### src/rtl/imm_gen_pkg.sv
// Shared definitions for the pipelined immediate generator: pick encodings,
// buffered entry layout and error-counter limits.
package imm_gen_pkg;

   localparam int unsigned PICK_W      = 3;
   localparam int unsigned IMM_MAX_W   = 64;
   localparam int unsigned TAG_MAX_W   = 16;
   localparam int unsigned ERR_CNT_W   = 8;
   localparam int unsigned ERR_CNT_MAX = 255;

   localparam logic [PICK_W-1:0] IMM_I = 3'b000;
   localparam logic [PICK_W-1:0] IMM_S = 3'b001;
   localparam logic [PICK_W-1:0] IMM_U = 3'b010;
   localparam logic [PICK_W-1:0] IMM_B = 3'b011;
   localparam logic [PICK_W-1:0] IMM_J = 3'b100;
   localparam logic [PICK_W-1:0] IMM_Z = 3'b101;

   // Sized for the widest legal configuration; instances use the low bits.
   typedef struct packed {
      logic [IMM_MAX_W-1:0] imm;
      logic [TAG_MAX_W-1:0] tag;
      logic                 err;
   } imm_entry_t;

endpackage

### src/rtl/imm_extract.sv
// Combinational RISC-V immediate extraction and sign extension to XLEN.
// Pick 101 (CSR zimm) is legal only when IMM_GEN_ZIMM_EN is defined.
module imm_extract
   import imm_gen_pkg::*;
#(
   parameter int unsigned XLEN = 32
) (
   input  logic [31:0]       instruction,
   input  logic [PICK_W-1:0] pick,
   output logic [XLEN-1:0]   imm_c,
   output logic              err_c
);

   logic signed [31:0] imm32;
   logic               use_zimm;
   logic               unused_opcode;

   // Opcode bits never contribute to any immediate.
   assign unused_opcode = ^instruction[6:0];

   always_comb begin
      imm32    = '0;
      use_zimm = 1'b0;
      err_c    = 1'b0;
      case (pick)
         IMM_I: imm32 = {{20{instruction[31]}}, instruction[31:20]};
         IMM_S: imm32 = {{20{instruction[31]}}, instruction[31:25], instruction[11:7]};
         IMM_U: imm32 = {instruction[31:12], 12'b0};
         IMM_B: imm32 = {{19{instruction[31]}}, instruction[31], instruction[7],
                         instruction[30:25], instruction[11:8], 1'b0};
         IMM_J: imm32 = {{11{instruction[31]}}, instruction[31], instruction[19:12],
                         instruction[20], instruction[30:21], 1'b0};
`ifdef IMM_GEN_ZIMM_EN
         IMM_Z: use_zimm = 1'b1;
`endif
         default: err_c = 1'b1;
      endcase
   end

   // Signed 32-bit result widens with sign; zimm widens with zeros.
   assign imm_c = use_zimm ? XLEN'(instruction[19:15]) : XLEN'(imm32);

endmodule

### src/rtl/imm_gen_pipe.sv
// Immediate generator with one-cycle latency behind a two-entry skid buffer,
// illegal-pick flag and saturating error count. Optional: IMM_GEN_ZIMM_EN.
module imm_gen_pipe
   import imm_gen_pkg::*;
#(
   parameter int unsigned XLEN  = 32,
   parameter int unsigned TAG_W = 5
) (
   input  logic                 CLK,
   input  logic                 RESET,
   input  logic                 IN_VALID,
   output logic                 IN_READY,
   input  logic [31:0]          INSTRUCTION,
   input  logic [PICK_W-1:0]    IMM_PICK,
   input  logic [TAG_W-1:0]     IN_TAG,
   output logic                 OUT_VALID,
   input  logic                 OUT_READY,
   output logic [XLEN-1:0]      IMMEDIATE,
   output logic [TAG_W-1:0]     OUT_TAG,
   output logic                 OUT_PICK_ERR,
   output logic [ERR_CNT_W-1:0] ERR_COUNT
);

   logic [XLEN-1:0]      ext_imm;
   logic                 ext_err;
   imm_entry_t           in_entry;
   imm_entry_t           out_q, out_d;
   imm_entry_t           skid_q, skid_d;
   logic                 out_valid_q, out_valid_d;
   logic                 skid_valid_q, skid_valid_d;
   logic                 in_ready_q;
   logic [ERR_CNT_W-1:0] err_cnt_q, err_cnt_d;
   logic                 in_fire;
   logic                 out_free;
   logic                 unused_hi;

   imm_extract #(.XLEN(XLEN)) u_extract (
      .instruction (INSTRUCTION),
      .pick        (IMM_PICK),
      .imm_c       (ext_imm),
      .err_c       (ext_err)
   );

   always_comb begin
      in_entry     = '0;
      in_entry.imm = IMM_MAX_W'(ext_imm);
      in_entry.tag = TAG_MAX_W'(IN_TAG);
      in_entry.err = ext_err;
   end

   assign in_fire  = IN_VALID & in_ready_q;
   assign out_free = ~out_valid_q | OUT_READY;

   // Skid has priority for the output slot; it can only be full when in_ready is low.
   always_comb begin
      out_d        = out_q;
      skid_d       = skid_q;
      out_valid_d  = out_valid_q;
      skid_valid_d = skid_valid_q;
      err_cnt_d    = err_cnt_q;
      if (out_free) begin
         if (skid_valid_q) begin
            out_d        = skid_q;
            out_valid_d  = 1'b1;
            skid_valid_d = 1'b0;
         end else if (in_fire) begin
            out_d       = in_entry;
            out_valid_d = 1'b1;
         end else begin
            out_valid_d = 1'b0;
         end
      end else if (in_fire) begin
         skid_d       = in_entry;
         skid_valid_d = 1'b1;
      end
      if (in_fire && in_entry.err && (err_cnt_q != ERR_CNT_W'(ERR_CNT_MAX))) begin
         err_cnt_d = err_cnt_q + ERR_CNT_W'(1);
      end
   end

   always_ff @(posedge CLK) begin
      if (RESET) begin
         out_q        <= '0;
         skid_q       <= '0;
         out_valid_q  <= 1'b0;
         skid_valid_q <= 1'b0;
         in_ready_q   <= 1'b1;
         err_cnt_q    <= '0;
      end else begin
         out_q        <= out_d;
         skid_q       <= skid_d;
         out_valid_q  <= out_valid_d;
         skid_valid_q <= skid_valid_d;
         in_ready_q   <= ~skid_valid_d;
         err_cnt_q    <= err_cnt_d;
      end
   end

   // Upper entry bits beyond XLEN/TAG_W are padding.
   assign unused_hi = ^{out_q.imm, out_q.tag};

   assign IN_READY     = in_ready_q;
   assign OUT_VALID    = out_valid_q;
   assign IMMEDIATE    = out_q.imm[XLEN-1:0];
   assign OUT_TAG      = out_q.tag[TAG_W-1:0];
   assign OUT_PICK_ERR = out_q.err;
   assign ERR_COUNT    = err_cnt_q;

endmodule

### config.mk
export PLATFORM = sky130hd
export DESIGN_NAME = imm_gen_pipe
export DESIGN_NICKNAME = d
export VERILOG_FILES = /design/src/rtl/imm_gen_pkg.sv /design/src/rtl/imm_extract.sv /design/src/rtl/imm_gen_pipe.sv
export SDC_FILE = /design/constraint.sdc
export NUM_CORES = 1
export LEC_CHECK = 0
export ABC_AREA = 1
export CORE_MARGIN = 2
export CORE_UTILIZATION = 45
export CTS_BUF_LIST = sky130_fd_sc_hd__clkbuf_16
export DETAILED_ROUTE_END_ITERATION = 8
export PLACE_DENSITY = 0.69
export SYNTH_ARGS = -nofsm -noshare
export SYNTH_HDL_FRONTEND = slang
export SYNTH_SLANG_ARGS = --single-unit
### constraint.sdc
create_clock -name CLK -period 1.6 [get_ports CLK]
set_input_delay 0.24 -clock CLK [delete_from_list [all_inputs] [get_ports CLK]]
set_output_delay 0.24 -clock CLK [all_outputs]
set_load 0.03 [all_outputs]
==> flow_results.org, run 1 <==
** Run status
- The flow ran to the end, and the final reports show no timing, DRC or antenna violations.

** STA
- The clock arrives with 0.00421 ns of skew.
- Share of the cycle needed by the critical path after routing :: 98.5%
- The count of final max-slew check failures came to 0.
- Setup repair after global routing left no endpoint under its margin.
- Post-layout minimum cycle time :: 1.58 ns
- Final Setup Violations :: 0
- Maximum frequency from static timing analysis :: 634 MHz
- Final Hold Fails :: 0
- Setup slack closes at 0.0236 ns.
- Slew at the pin closest to its max-slew limit :: 0.440 ns
- Worst hold margin :: 0.469 ns
- Worst slew slack as a fraction of its limit :: 70.7%

** CTS
- For this design, the CTS-stage hold fixing added 0 buffers.
- Clock-pin slew was measured on the worst setup and hold paths at 0.06 ns.
- Clock tree synthesis selected as its root buffer the cell sky130_fd_sc_hd__clkbuf_16.
- TritonCTS built the clock tree.
- Clock latency on the worst-skew pair :: 0.34 ns
- Maximum level of the CTS H-tree :: 3
- In this run the deepest clock path goes through 2 buffers.
- Number of buffers created by CTS :: 9
- Clock tree synthesis found a total of 87 sinks.

** Setup path
- In this run the number of cells on the critical path is 1.
- The worst setup path is of the register to primary output kind.
- Slowest CP cell :: sky130_fd_sc_hd__clkdlybuf4s50_1
- Maximum fanout along the worst path :: 2
- Largest stage delay on the critical path :: 0.67 ns
- At the worst endpoint, the required time is 1.36 ns.
- The worst setup path is launched from a register.
- Kind of cell adding the most delay to the critical path :: buffers and inverters
- The critical path goes through clkdlybuf4s50_1.
- The number of buffers and inverters on the critical path is 1.
- The worst setup path is captured at a primary output.
- Arrival time of data at the critical path endpoint :: 1.34 ns
- The number of cells on the worst reg-to-reg path is 8.

** Place
- OpenSTA, run right after detailed placement, puts the worst setup slack at -0.0732 ns.
- Final Wtd Congestion :: 0.803
- The count of buffers added on input and output ports is 84.
- Detailed placement finished with a half-perimeter wire length of 6.90 mm.

** Route
- First-pass detailed-route iteration total :: 4
- Dividing the detail-routed wire length by the instance count gives 14.4 um.
- Routed Antenna Nets :: 0
- After detailed routing, the number of vias per cell comes to 5.33.
- Total wire length after detailed routing :: 10.8 mm
- For this block, the initial DRC count from the detailed router was 192.
- The final route contains 4005 vias.
- Residual DRC :: 0

** Final layout
- Ratio of cells with drive above 1 in the final layout :: 9.94%
- Leading cell types in the layout, fill and taps excluded :: sky130_fd_sc_hd__nand2_1, sky130_fd_sc_hd__a21oi_1, sky130_fd_sc_hd__dfxtp_1, sky130_fd_sc_hd__o21ai_0, sky130_fd_sc_hd__nor2_1
- Number of diodes :: 0
- Final Core Density :: 62.4%
- Leaving out fill and tap cells, the most frequent cell in the layout is sky130_fd_sc_hd__nand2_1.
- From synthesis to final layout, the design area changed by 35.1%.
- After the last flow step, the layout net total stands at 684.
- Fill cell instance count of the final layout :: 784

** Synthesis
- Proportion of synthesized chip area in sequential cells :: 43.5%
- Avg Inst Size Synth :: 7.20 um2
- Post-synthesis instance area :: 4010 um2
- Counting every instance in the synthesized netlist gives 556.
- During synthesis, Yosys emitted a total of 0 warnings.
- Post-Syn Nets :: 601
- Number of unique standard cell types used by synthesis :: 30
- Yosys reg bits :: 87

** Floorplan
- In this run the core area contains 34 standard-cell rows.
- Die span in y :: 98.3 um
- The initial utilization of the core area, before any placement, comes to 46.2%.
- The core region is 8680 um2.
- Area enclosed by the die boundary :: 9670 um2
- Number of top-level design ports :: 92
- Measured along the x axis, the die boundary spans 98.3 um.

** Power
- For this design the ratio of total power to cell area is 981 nW/um2.
- VDD sags by at most 505 uV.
- In this run the static leakage power is 0.00266 uW.

** Hold path
- The path class of the tightest hold or removal check is register to register.
- The worst hold path was traced through 2 stages.

** Global routing
- Pin count of the biggest net entering global routing :: 66
- Summed over all layers, the global routing overflow is 0.
- Vias in the first global route :: 3799
- Initial antenna violation count :: 0
- Overall fraction of global-route tracks in use :: 22.7%
- Global-route wire length before repair :: 18.1 mm

** Flow run
- Max-cap violations in this run came to 0.
## final timing paths
path                              startpoint      endpoint  slack (ns)
worst min register to register    skid_q[24]    skid_q[24]        0.47
worst max-delay path              OUT_TAG[0]    OUT_TAG[0]        0.02
worst min-delay path              skid_q[24]    skid_q[24]        0.47
worst max register to register  ERR_COUNT[0]  ERR_COUNT[3]        0.16
## logic make-up after synthesis
group	share of synthesized area, %
compound gates	23.8
xor+xnor	0.656
fa+ha+maj	0.312
buf+inv	8.81
flops	43.5
simple gates	22.9
## power breakdown
part,switching (uW),internal [uW]
sequential,67.7,2300
combinational,621,436
clock,846,1040
## synthesized netlist by cell type (all sizes together)
library cell,count,area [um2]
o21ai,86,434
nand4,16,100
a21boi,1,7.51
clkbuf,8,30.0
nor2,60,249
nand3,13,92.6
nand2,117,469
dfxtp,87,1740
nand3b,1,7.51
clkinv,1,8.76
ha,1,12.5
a21oi,89,449
a31oi,10,62.6
buf,33,196
inv,30,118
xor2,3,26.3
## flip-flops by register name, summed over array words and instances (netlist names)
signal	flops
OUT_TAG	5
OUT_VALID	1
IN_READY	1
ERR_COUNT	8
IMMEDIATE	32
OUT_PICK_ERR	1
skid_valid_q	1
skid_q	38
## per-stage QoR
step                      setup TNS (ns)  cells  instance area [um2]  power [uW]
after floorplan                        0    556                 4010        3020
after global placement            -0.300    736                 5100        3470
after CTS                              0    752                 5360        5360
final                                  0    752                 5410        5310
after global routing                   0    752                 5410        5550
after detailed placement           -1.33    736                 5100        3490
## final cells by class
type	count	area (um2)	share of cell area (%)
Multi-Input combinational cell	397	1920	35.4
Sequential cell	87	1740	32.2
Clock inverter	7	41.3	0.763
Clock buffer	9	225	4.16
Inverter	31	126	2.33
Tap cell	108	135	2.50
Timing Repair Buffer	113	1220	22.6
## timing repair
action,in CTS,in global routing
gates resized for setup,13,23
setup endpoints to repair,13,23
buffers inserted,0,0
pin swaps,0,0
## layer usage
layer  vias to the layer above  track usage, %  part of all wire, %
li1                       2026               -                    -
met1                      1839            31.2                   46
met2                       130            36.8                   47
met3                        10            3.72                  6.2
met4                         0            6.95                 0.94
met5                         -               0                    0
No activity file was read; power rests on OpenSTA's default activity.
==> run 2: changes to the inputs <==
--- a/config.mk
+++ b/config.mk
@@ -7,10 +7,10 @@
 export LEC_CHECK = 0
 export ABC_AREA = 1
 export CORE_MARGIN = 2
-export CORE_UTILIZATION = 45
+export CORE_UTILIZATION = 50
 export CTS_BUF_LIST = sky130_fd_sc_hd__clkbuf_16
 export DETAILED_ROUTE_END_ITERATION = 8
-export PLACE_DENSITY = 0.69
+export PLACE_DENSITY = 0.76
 export SYNTH_ARGS = -nofsm -noshare
 export SYNTH_HDL_FRONTEND = slang
 export SYNTH_SLANG_ARGS = --single-unit
==> flow_results.org, run 2 (same netlist as run 1, synthesis figures left out) <==
** Run status
- The run finished with clean final reports.

** Setup path
- The delay contributed by the slowest stage of the critical path came to 0.67 ns (about the same).
- The arrival time at the worst endpoint came to 1.34 ns (about the same).
- Kind of cell adding the most delay to the critical path :: buffers and inverters
- Minimum setup slack among reg-to-reg paths :: 0.15 ns (about the same)
- Kind of critical path :: register to primary output
- The startpoint identified for the worst register-to-register timing path is ERR_COUNT[0].
- Cells on worst reg2reg path :: 8 (unchanged)
- Slowest CP cell :: sky130_fd_sc_hd__clkdlybuf4s50_1
- Maximum fanout along the worst path :: 2 (unchanged)
- List of cells traversed by the critical path :: clkdlybuf4s50_1
- Crit end category :: primary output
- Required @ worst endpoint :: 1.36 ns (about the same)
- The worst register-to-register path ends at ERR_COUNT[7].
- The worst setup path is launched from a register.
- Count of buffering cells on the critical path with inverters included :: 1 (unchanged)

** Route
- The number of detailed-route iterations in the first pass was 5 (+1).
- Mean routed wirelength per cell :: 14.4 um (+0.42%)
- The via count normalized by instance count was 5.49 (+3.0%).
- Routed wl met3 :: 752 um (+12%)
- Routed Antenna Nets :: 0 (unchanged)
- Total via count after detailed routing :: 4088 (+2.1%)
- In this run the top signal layer used is met4.
- The detailed route wirelength on metal2 came to 4.98 mm (-1.3%).
- The detailed-route wire length was 10.8 mm (-0.52%).
- The routed metal-1 wire length is 4.82 mm (-3.6%).
- The count of unresolved DRC violations after routing is 0 (unchanged).
- The DRC marker count from the first detailed-route iteration came to 216 (+13%).

** STA
- The timing-limited maximum frequency came to 634 MHz (-0.13%).
- The count of final max-slew check failures is 0 (unchanged).
- The share of the clock period used by the worst path was 98.7% (+0.13 points).
- Final Setup Violations :: 0 (unchanged)
- Final Hold Fails :: 0 (unchanged)
- The clock period minus worst slack was 1.58 ns (+0.00209 ns).
- The remaining max-slew budget at the tightest pin came to 69.8% (-0.85 points).
- Final Skew :: 0.00336 ns (-0.000848 ns)
- Slew at the pin closest to its max-slew limit :: 0.453 ns (+0.0128 ns)
- The total negative setup slack was 0 ns (unchanged).
- Unrepaired setup endpoints after global routing :: no

** Place
- Total of buffers placed on input and output ports :: 84 (unchanged)
- The sum of net half-perimeters after detailed placement is 6.83 mm (-0.92%).
- The final estimated routing congestion in global placement was 0.858 (+6.9%).

** Final layout
- Commonest non-fill, non-tap cell in the layout :: sky130_fd_sc_hd__nand2_1
- The layout-stage area growth over the synthesis result came to 35.1% (unchanged).
- The count of inserted antenna diode cells was 0 (unchanged).
- Final Core Density :: 70.0% (+7.7 points)
- Ratio of cells with drive above 1 in the final layout :: 9.80% (-0.14 points)
- The flip-flop count of the largest register, all copies and words added came to 38 (unchanged).
- In the layout the commonest cells are sky130_fd_sc_hd__nand2_1, sky130_fd_sc_hd__a21oi_1, sky130_fd_sc_hd__dfxtp_1, sky130_fd_sc_hd__o21ai_0, sky130_fd_sc_hd__nor2_1.
- Fill cell instance count of the final layout :: 626 (-20%)
- Post-layout nets :: 683 (-0.15%)
- Register ranked first by flip-flop count :: skid_q

** CTS
- TritonCTS clock tree :: done
- Maximum level of the CTS H-tree :: 3 (unchanged)
- Clock transition at the register clock pins on the worst setup and hold paths after CTS :: 0.06 ns (about the same)
- Clock buffer depth :: 2 (unchanged)
- The CTS buffer count was 9 (unchanged).
- The clock net sink count is 87 (unchanged).
- The later-pin clock latency in the skew report is 0.34 ns (about the same).
- Cell at the root of the clock tree :: sky130_fd_sc_hd__clkbuf_16

** Floorplan
- The die area is 8740 um2 (-9.6%).
- The die width came to 93.5 um (-4.9%).
- The cell row count was 32 (-5.9%).
- The effective utilization at floorplan came to 51.8% (+5.7 points).
- Floorplan Core Area :: 7730 um2 (-11%)
- The top-level port count came to 92 (unchanged).
- The floorplan die height was 93.5 um (-4.9%).

** Flow run
- # Max-Cap Violations :: 0 (unchanged)

** Hold path
- Class of the tightest hold or removal check :: register to register
- The worst hold path terminates at OUT_TAG[2].
- The number of instances on the worst hold path is 2 (unchanged).
- In this run the most critical hold path is launched from skid_q[3].

** Global routing
- The global-route wire length before repair is 18.0 mm (-0.72%).
- The total overflow reported by the global router came to 0 (unchanged).
- The total global-route track usage was 25.5% (+2.8 points).
- The via count of the first global-routing pass came to 3766 (-0.87%).
- Pin count of the biggest net entering global routing :: 66 (unchanged)
- The number of antenna violations at the first check in global routing is 0 (unchanged).

** Power
- Power density of the placed cells :: 1040 nW/um2 (+6.0%)
- Static leakage power :: 0.00265 uW (-0.52%)
- The total power was 5630 uW (+6.0%).
- Maximum vdd drop :: 577 uV (+14%)
run 2: metal layers:
layer | GRT usage, % | vias to the layer above
met2 | 40.5 | 160
met1 | 35.2 | 1884
li1 | - | 2022
met3 | 3.22 | 22
met5 | 0 | -
met4 | 9.80 | 0
run 2: how the worst max path moves through the flow:
stage	start	endpoint	slack [ns]	depth (start not counted)
6_report	OUT_TAG[1]	OUT_TAG[1]	0.02	1
5_1_grt	IN_READY	IN_READY	0.0005	1
4_1_cts	IMMEDIATE[10]	IMMEDIATE[10]	0.002	1
3_5_place_dp	IMM_PICK[0]	IMMEDIATE[15]	-0.06	8
3_3_place_gp	IMM_PICK[0]	IMMEDIATE[19]	-0.03	8
2_1_floorplan	ERR_COUNT[0]	ERR_COUNT[7]	0.09	8
run 2: through the flow:
step                hold WS (ns)  area, um2  instances  setup WS (ns)
floorplan                  0.375       4010        556         0.0888
global placement           0.450       5060        729        -0.0348
detailed placement         0.455       5060        729        -0.0646
CTS                        0.464       5360        745        0.00154
global route               0.485       5410        745       0.000460
finish                     0.468       5410        745         0.0215
run 2: cell type report:
class / instances / area, um2 / share of cell area [%]
clock buffers: 9 / 225 / 4.16
clock inverters: 7 / 88.8 / 1.64
inverters: 31 / 126 / 2.33
multi-input cells: 397 / 1920 / 35.4
flip-flops and latches: 87 / 1740 / 32.2
well taps: 102 / 128 / 2.36
repair buffers: 112 / 1180 / 21.9
run 2: report_power, final:
| group | internal, uW | leakage [uW] | total, uW | switching (uW) |
|---|---|---|---|---|
| logic | 430 | 0.00178 | 1050 | 622 |
| clock network | 1360 | 0.000154 | 2210 | 852 |
| registers | 2300 | 0.000713 | 2370 | 67.6 |
run 2: timing repair:
item	4_1_cts	5_1_grt
hold buffers	0	0
setup endpoints to repair	13	20
resized for setup	13	20
setup buffers	0	0
==> run 3: changes to the inputs <==
--- a/config.mk
+++ b/config.mk
@@ -6,11 +6,11 @@
 export NUM_CORES = 1
 export LEC_CHECK = 0
 export ABC_AREA = 1
-export CORE_MARGIN = 2
 export CORE_UTILIZATION = 50
 export CTS_BUF_LIST = sky130_fd_sc_hd__clkbuf_16
 export DETAILED_ROUTE_END_ITERATION = 8
-export PLACE_DENSITY = 0.76
+export GPL_ROUTABILITY_DRIVEN = 0
+export PLACE_DENSITY = 0.8
 export SYNTH_ARGS = -nofsm -noshare
 export SYNTH_HDL_FRONTEND = slang
 export SYNTH_SLANG_ARGS = --single-unit
==> flow_results.org, run 3 (same netlist as run 1, synthesis figures left out) <==
** CTS
- Number of buffers created by CTS :: 9 (unchanged)
- Clk sinks :: 87 (unchanged)
- TritonCTS built the clock tree.
- Post-cts hold buffer count :: 0 (unchanged)
- Clock buffer depth :: 2 (unchanged)
- Clock latency on the worst-skew pair :: 0.34 ns (about the same)
- The maximum level of the CTS H-tree came to 3 (unchanged).
- In this run the clock root is driven by a sky130_fd_sc_hd__clkbuf_16.
- Post-CTS Setup Repair Bufs :: 0 (unchanged)
- Clock transition at the register clock pins on the worst setup and hold paths after CTS :: 0.06 ns (about the same)

** Final layout
- The fraction of layout instances using a drive strength above 1 was 9.67% (-0.13 points).
- The flip-flop count of the largest register, all copies and words added is 38 (unchanged).
- Growth of design area from synthesis to finish :: 34.3%
- The count of inserted antenna diode cells is 0 (unchanged).
- The number of nets at the end of the flow is 681 (-0.29%).
- In the layout the commonest cells are sky130_fd_sc_hd__nand2_1, sky130_fd_sc_hd__a21oi_1, sky130_fd_sc_hd__dfxtp_1, sky130_fd_sc_hd__o21ai_0, sky130_fd_sc_hd__nor2_1.
- The register with the most flip-flops in the final layout is skid_q.
- Commonest non-fill, non-tap cell in the layout :: sky130_fd_sc_hd__nand2_1

** STA
- The clock skew was 0.00464 ns (+0.00127 ns).
- Slew at the pin closest to its max-slew limit :: 0.440 ns (-0.0126 ns)
- The count of endpoints failing setup in the final report came to 0 (unchanged).
- Final number of max-transition violations :: 0 (unchanged)
- The clock period minus worst slack came to 1.57 ns (-0.0123 ns).
- The timing-limited maximum frequency is 639 MHz (+0.79%).
- Final Hold Fails :: 0 (unchanged)
- The remaining max-slew budget at the tightest pin is 70.6% (+0.84 points).
- The final critical-path setup slack was 0.0339 ns (+0.0123 ns).
- Setup repair after global routing left no endpoint under its margin.
- Setup_tns :: 0 ns (unchanged)
- The share of the clock period used by the worst path was 97.9% (-0.77 points).

** Setup path
- The most critical setup path has its startpoint at IMMEDIATE[7].
- Largest stage delay on the critical path :: 0.66 ns (about the same)
- The number of logic stages on the critical path including buffering was 1 (unchanged).
- The worst setup path is launched from a register.
- The arrival time at the worst endpoint came to 1.33 ns (about the same).
- The slowest stage of the critical path belongs to the cell sky130_fd_sc_hd__clkdlybuf4s50_1.
- The critical path is of the register to primary output type.
- Crit end category :: primary output
- The required time of the worst setup path is 1.36 ns (about the same).
- List of cells traversed by the critical path :: clkdlybuf4s50_1
- Maximum fanout along the worst path :: 2 (unchanged)
- Kind of cell adding the most delay to the critical path :: buffers and inverters
- Count of buffering cells on the critical path with inverters included :: 1 (unchanged)
- The number of cells on the worst reg-to-reg path was 8 (unchanged).
- The worst register-to-register path begins at ERR_COUNT[1].

** Hold path
- Class of the tightest hold or removal check :: register to register
- Hold-critical path depth :: 2 (unchanged)
- The startpoint identified for the worst hold timing path is skid_q[5].

** Power
- The total power came to 5470 uW (-2.8%).
- Power density of the placed cells :: 1020 nW/um2 (-2.2%)
- Maximum vdd drop :: 684 uV (+19%)
- The standby leakage power came to 0.00273 uW (+3.0%).

** Flow run
- The number of max-capacitance violations reported is 0 (unchanged).

** Route
- Routed Antenna Nets :: 0 (unchanged)
- The number of detailed-route iterations in the first pass is 5 (unchanged).
- The DRC marker count from the first detailed-route iteration is 243 (+13%).
- Total via count after detailed routing :: 4137 (+1.2%)
- The via count normalized by instance count came to 5.57 (+1.5%).
- Mean routed wirelength per cell :: 14.8 um (+2.2%)
- The count of unresolved DRC violations after routing came to 0 (unchanged).
- The detailed-route wire length came to 11.0 mm (+2.0%).

** Place
- Detailed placement HPWL :: 6.86 mm (+0.36%)
- The count of buffers from port buffering came to 84 (unchanged).
- Place WS :: -0.0577 ns (+0.00686 ns)

** Run status
- The flow ran to the end, and the final reports show no timing, DRC or antenna violations.

** Floorplan
- The die area was 8370 um2 (-4.2%).
- Initial cell density of the core :: 51.8% (unchanged)
- Floorplan Core Area :: 7730 um2 (unchanged)
- Number of rows created at floorplan :: 32 (unchanged)
- The top-level port count came to 92 (unchanged).
- Die X :: 91.5 um (-2.1%)
- Die span in y :: 91.5 um (-2.1%)

** Global routing
- The number of antenna violations at the first check in global routing came to 0 (unchanged).
- The total global-route track usage was 26.7% (+1.3 points).
- The pin count of the biggest net entering global routing came to 66 (unchanged).
- Global-route wire length before repair :: 18.0 mm (about the same)
- Vias in the first global route :: 3829 (+1.7%)
- The total overflow reported by the global router was 0 (unchanged).
-- run 3: cell types whose count changed in the layout (fill, tap and decap cells not counted) --
cell | before | now
sky130_fd_sc_hd__dfxtp_1 | 87 | 86
sky130_fd_sc_hd__clkdlybuf4s50_1 | 51 | 41
sky130_fd_sc_hd__bufinv_16 | 2 | 1
sky130_fd_sc_hd__dlymetal6s2s_1 | 20 | 28
sky130_fd_sc_hd__inv_1 | 26 | 25
sky130_fd_sc_hd__buf_4 | 20 | 19
sky130_fd_sc_hd__clkinv_2 | 1 | 2
sky130_fd_sc_hd__clkinv_1 | 1 | 2
sky130_fd_sc_hd__buf_12 | 8 | 7
sky130_fd_sc_hd__dfxtp_2 | 0 | 1
sky130_fd_sc_hd__dlygate4sd2_1 | 13 | 15
-- run 3: worst paths after layout --
check | endpoint | slack (ns)
max | IMMEDIATE[7] | 0.03
min | OUT_TAG[4] | 0.47
max reg2reg | ERR_COUNT[1] | 0.18
min reg2reg | OUT_TAG[4] | 0.47
-- run 3: report_power, final --
group	switching [uW]	internal, uW	leakage [uW]	total, uW
clock	867	1200	0.000140	2060
combinational	623	413	0.00187	1040
sequential	69.0	2300	0.000713	2370
total	1560	3910	0.00273	5470
-- run 3: worst register-to-register path, cell delays in order, from the launching register on --
cell                       delay, ns
sky130_fd_sc_hd__dfxtp_1        0.37
sky130_fd_sc_hd__ha_1           0.20
sky130_fd_sc_hd__nand2_1        0.11
sky130_fd_sc_hd__nor2_1         0.12
sky130_fd_sc_hd__nand2_1        0.10
sky130_fd_sc_hd__nand2_4        0.15
sky130_fd_sc_hd__clkinv_4       0.10
sky130_fd_sc_hd__nor2_1         0.11
sky130_fd_sc_hd__nor2_1         0.05
-- run 3: per-stage QoR --
| step | util [%] | instance area [um2] | hold slack (ns) | std cells |
|---|---|---|---|---|
| after floorplan | - | 4010 | 0.375 | 556 |
| after global placement | 65.2 | 5040 | 0.450 | 727 |
| final | 69.6 | 5380 | 0.468 | 743 |
| after global routing | 69.6 | 5380 | 0.481 | 743 |
| after CTS | 68.7 | 5310 | 0.468 | 743 |
| after detailed placement | 65.2 | 5040 | 0.458 | 727 |
-- run 3: final cells by class --
class                           count  area [um2]
Multi-Input combinational cell    397        1920
Clock inverter                      7        63.8
Fill cell                         611        2350
Tap cell                          102         128
Clock buffer                        9         225
Inverter                           31         126
Sequential cell                    87        1740
Timing Repair Buffer              110        1170
-- run 3: routing by layer --
metal | GRT usage, % | up-vias | part of all wire, %
met2 | 44.2 | 170 | 48
li1 | - | 2020 | -
met5 | 0 | - | 0
met1 | 35.0 | 1930 | 43
met4 | 9.52 | 0 | 1.7
met3 | 4.52 | 17 | 6.6
-- run 3: timing repair --
item / CTS / global route
endpoints found under the setup margin: 15 / 33
resized for setup: 15 / 29
endpoints found under the hold margin: 0 / 0
